===== src/rtl/beta_regfile_sb.sv =====
// ============================================================================
// Module  : beta_regfile_sb
// Brief   : 2R/1W register file with hardwired zero register, optional
//           write-back bypass and a per-register write-pending scoreboard.
// Revision: 1.0 - initial release
// ============================================================================
`default_nettype none

module beta_regfile_sb #(
  parameter int DATA_W   = 32,
  parameter int ADDR_W   = 5,
  parameter int ZERO_REG = 31,
  parameter int BYPASS   = 1
) (
  input  logic              clk,
  input  logic              reset,
  input  logic [ADDR_W-1:0] ra,
  input  logic [ADDR_W-1:0] rb,
  input  logic [ADDR_W-1:0] rc,
  input  logic              ra2sel,
  output logic [DATA_W-1:0] rd1,
  output logic [DATA_W-1:0] rd2,
  input  logic              issue_valid,
  input  logic [ADDR_W-1:0] issue_rc,
  input  logic              werf,
  input  logic [ADDR_W-1:0] wa,
  input  logic [DATA_W-1:0] wd,
  output logic              hazard1,
  output logic              hazard2,
  output logic [ADDR_W:0]   busy_cnt
);

  localparam int                NREG   = 2 ** ADDR_W;
  localparam logic [ADDR_W-1:0] C_ZERO = ADDR_W'(ZERO_REG);
  localparam logic              C_BYP  = (BYPASS != 0);

  logic [DATA_W-1:0] mem_q [NREG];
  logic [NREG-1:0]   busy_q;
  logic [NREG-1:0]   busy_d;
  logic [ADDR_W:0]   cnt_q;
  logic [ADDR_W:0]   cnt_d;

  logic [ADDR_W-1:0] w_ra2;
  logic              w_fwd1;
  logic              w_fwd2;
  logic              w_issue;
  logic              w_inc;
  logic              w_dec;

  assign w_ra2  = ra2sel ? rc : rb;
  assign w_fwd1 = C_BYP && werf && (wa == ra);
  assign w_fwd2 = C_BYP && werf && (wa == w_ra2);

  always_comb begin
    rd1 = '0;
    if (ra != C_ZERO) rd1 = w_fwd1 ? wd : mem_q[ra];
  end

  always_comb begin
    rd2 = '0;
    if (w_ra2 != C_ZERO) rd2 = w_fwd2 ? wd : mem_q[w_ra2];
  end

  assign hazard1  = (ra != C_ZERO) && busy_q[ra] && !w_fwd1;
  assign hazard2  = (w_ra2 != C_ZERO) && busy_q[w_ra2] && !w_fwd2;
  assign busy_cnt = cnt_q;

  // Set after clear: a newer producer to the same register stays outstanding.
  assign w_issue = issue_valid && (issue_rc != C_ZERO);
  assign w_inc   = w_issue && !busy_q[issue_rc];
  assign w_dec   = werf && busy_q[wa] && !(w_issue && (issue_rc == wa));

  always_comb begin
    busy_d = busy_q;
    if (werf)    busy_d[wa]       = 1'b0;
    if (w_issue) busy_d[issue_rc] = 1'b1;
    busy_d[C_ZERO] = 1'b0;
  end

  always_comb begin
    cnt_d = cnt_q;
    if (w_inc && !w_dec) cnt_d = cnt_q + 1'b1;
    if (w_dec && !w_inc) cnt_d = cnt_q - 1'b1;
  end

  always_ff @(posedge clk or posedge reset) begin
    if (reset) begin
      for (int i = 0; i < NREG; i++) mem_q[i] <= '0;
      busy_q <= '0;
      cnt_q  <= '0;
    end else begin
      if (werf && (wa != C_ZERO)) mem_q[wa] <= wd;
      busy_q <= busy_d;
      cnt_q  <= cnt_d;
    end
  end

endmodule

`default_nettype wire


===== config.mk =====
export PLATFORM = sky130hd
export DESIGN_NAME = beta_regfile_sb
export DESIGN_NICKNAME = d
export VERILOG_FILES = /design/src/rtl/beta_regfile_sb.sv
export SDC_FILE = /design/constraint.sdc
export NUM_CORES = 2
export LEC_CHECK = 0
export CAP_MARGIN = 30
export CORE_MARGIN = 3
export CORE_UTILIZATION = 45
export DETAILED_ROUTE_END_ITERATION = 8
export PLACE_DENSITY_LB_ADDON = 0.25
export SYNTH_ARGS = -nofsm -noshare
export SYNTH_HDL_FRONTEND = slang
export SYNTH_SLANG_ARGS = --single-unit

===== constraint.sdc =====
create_clock -name clk -period 42 [get_ports clk]
set_clock_uncertainty 0.1 [all_clocks]
set_input_delay 8.4 -clock clk [delete_from_list [all_inputs] [get_ports clk]]
set_output_delay 8.4 -clock clk [all_outputs]
set_load 0.03 [all_outputs]

==> qor.txt <==
Routed Antenna Nets: 0
layout cell share with drive strength beyond 1: 34.9%
Post-synth EDFFs: 0
Synth Instances: 5126
1st-pass router iterations: 6
Min Hold Slack: 0.294 ns
Pwr Total: 3.24 mW
area taken by multi-input logic gates: 0.0317 mm2
total grt overflow: 0
CTS Sinks: 1061
area overhead of the layout relative to synthesis: 11.5%
DIE AREA: 0.139 mm2
FF+latch area: 0.0266 mm2
Yosys reg bits: 1061
Fillers: 11500
final period utilization: 54.7%
H-tree level count: 3
Rows: 133
initial antenna violation count: 9
Max clock buf depth: 3
global-route wire length before repair: 324 mm
Post-CTS Hold Buffers: 0
Top Ports: 134
Rel. slew slack: 27.4%
Hold Path Stages: 0
WP data arrival: 14.46 ns
Final Util: 50.9%
CTS tree: done
core area: 0.132 mm2
synth unique cells: 72
final hold vios: 0
clk slew on worst S/H paths: 0.06 ns
CTS root buf: clkbuf_16
CP Capture Type: output port
drc violations: 0
Hold Path Class: reg -> reg
outcome: completed
Max Slew Vio Count: 0
Crit Path Class: in -> out
PortBufs: 133
commonest register cell after synthesis: dfrtp_1
Post-Route Setup TNS: 0 ns
worst-path maximum fanout: 129
Fmax: 0.0436 GHz
leak pwr: 28.6 nW
post-route minimum period: 22.96 ns
worst-margin pin slew: 1.09 ns
Net Count, Synth: 5194
cts repair resizes: 0
worst-skew pair later-pin latency: 0.74 ns
gpl congestion: 0.855
HPWL after DPL: 125 mm
vias in the first global route: 45200
TritonCTS buffer count: 117
setup bufs post-CTS: 0
Synth Cell Area: 0.0605 mm2
RSZ-0062 raised after global routing: no
DR iter-0 viols: 6016
Worst setup SP type: input pin
die height: 373 um
post-synthesis average cell area: 11.8 um2
CP required: 33.50 ns
Nets: 5034
PwrDens: 48.0 mW/mm2
setup violators final: 0
Synth async-reset ratio: 100%
DRT Wirelength: 223 mm
overall die width: 373 um
Initial Util: 45.7%
Vias/cell: 6.84
pin count of the biggest net entering global routing: 166
drt wl/cell: 32.7 um
Vias: 46700
Synth Warn #: 0
Max VDD drop: 0.0000311 V
sequential element share of the synthesized area: 43.9%
max cap viols: 0
Tot GR Track Use: 31.9%
Reg2Reg Depth: 15
## per-layer routing
metal	GRT usage, %	wire length, um
met3	7.91	24700
met5	0	43
met1	43.6	87900
met4	15.9	12600
met2	47.5	97700
## cells by family (layout without fill, tap and decap cells)
kind of cell             after synthesis  in the layout  synth area share (%)
AO/OA/AOI/OAI                        834            834                  9.24
XOR/XNOR                              20             20                 0.290
adder cells (fa/ha/maj)                6              6                 0.137
buffers and inverters                613            551                  4.28
flip-flops                          1061           1061                  43.9
multiplexers                        1457           1457                  34.0
other                                  0              2                     0
AND/OR/NAND/NOR                     1135           1135                  8.18
## path summary, 6_finish.rpt
kind	start	endpoint	slack [ns]
max in group asynchronous	reset	mem_q[946]	29.68
worst max register to register	busy_q[15]	busy_cnt[5]	38.28
min in group asynchronous	reset	mem_q[673]	8.14
worst max-delay path	ra2sel	rd2[11]	19.04
worst min register to register	mem_q[28]	mem_q[28]	0.29
worst min-delay path	mem_q[28]	mem_q[28]	0.29
## report_power, final
part | internal [mW] | switching, mW
combinational | 0.397 | 0.388
clock | 0.628 | 0.448
sequential | 1.22 | 0.158
total | 2.25 | 0.993
## cells in the final DEF, fill, tap and decap left out, drive strengths merged, types with 9 or more instances in the layout
master         netlist  layout
mux4               377     377
xnor2               10      10
a32oi               50      50
clkdlybuf4s50        0     123
xor2                10      10
inv                 45      53
o31ai                9       9
clkbuf             342     177
and3                27      27
or3b                17      17
mux2i              113     113
mux2               967     967
dfrtp             1061    1061
clkinvlp             0       9
a22oi               30      30
or4                 19      19
nor2b               13      13
o22ai               11      11
nand2              671     671
buf                223     163
o2111ai             30      30
nand3              219     219
a21o                20      20
o21ai              148     148
a41oi               17      17
a211o               18      18
a211oi              69      69
o211ai              62      62
nand4               21      21
a21oi              230     230
o221ai              30      30
clkinv               3      18
a22o                35      35
nor2               110     110
a31oi               28      28
## synth_stat cells (28+ instances only)
master     number  area, um2
a21oi_1       230       1150
o211ai_1       62        465
mux2_2        967      10900
o2111ai_1      30        263
o21ai_0       147        736
clkbuf_1      342       1280
buf_1          71        267
a22o_1         35        307
nand3_1       219       1100
nand2_1       671       2520
mux4_2        376       8470
a22oi_1        28        210
a211oi_1       69        518
nor2_1        109        409
mux2i_1       111       1110
a31oi_1        28        175
dfrtp_1      1061      26600
buf_2         127        636
o221ai_1       30        263
inv_1          45        169
a32oi_1        49        429
## area by class of cell
cell class,count,share of cell area [%]
Multi-Input combinational cell,3452,47.1
Sequential cell,1061,39.4
Clock buffer,177,5.25
Timing Repair Buffer,286,4.13
Tap cell,1755,3.26
Clock inverter,40,0.671
Inverter,48,0.278
Antenna cell,2,0.00742
## critical path: stages
cell and delay (ns):
buf_6 0.38, mux2i_4 0.33, buf_4 0.56, buf_4 0.66, buf_12 0.59, buf_4 0.82
nand2_1 0.12, nand3_1 0.12, a32oi_1 0.10, or4_1 0.51, and3_1 0.21, nor2_1 0.69
clkdlybuf4s50_1 0.82
## per-stage QoR
stage	cell area, um2	setup WS (ns)	instances
after floorplan	60500	3.63	5126
after global placement	63100	19.19	6582
after detailed placement	63300	19.20	6596
after CTS	67300	19.17	6813
after global routing	67400	18.74	6819
final	67500	19.04	6821
## flip-flops by register name, summed over array words and instances (netlist names)
name and cells:
mem_q 1024, busy_q 31, busy_cnt 6
Power figures use the tool's default switching activity.
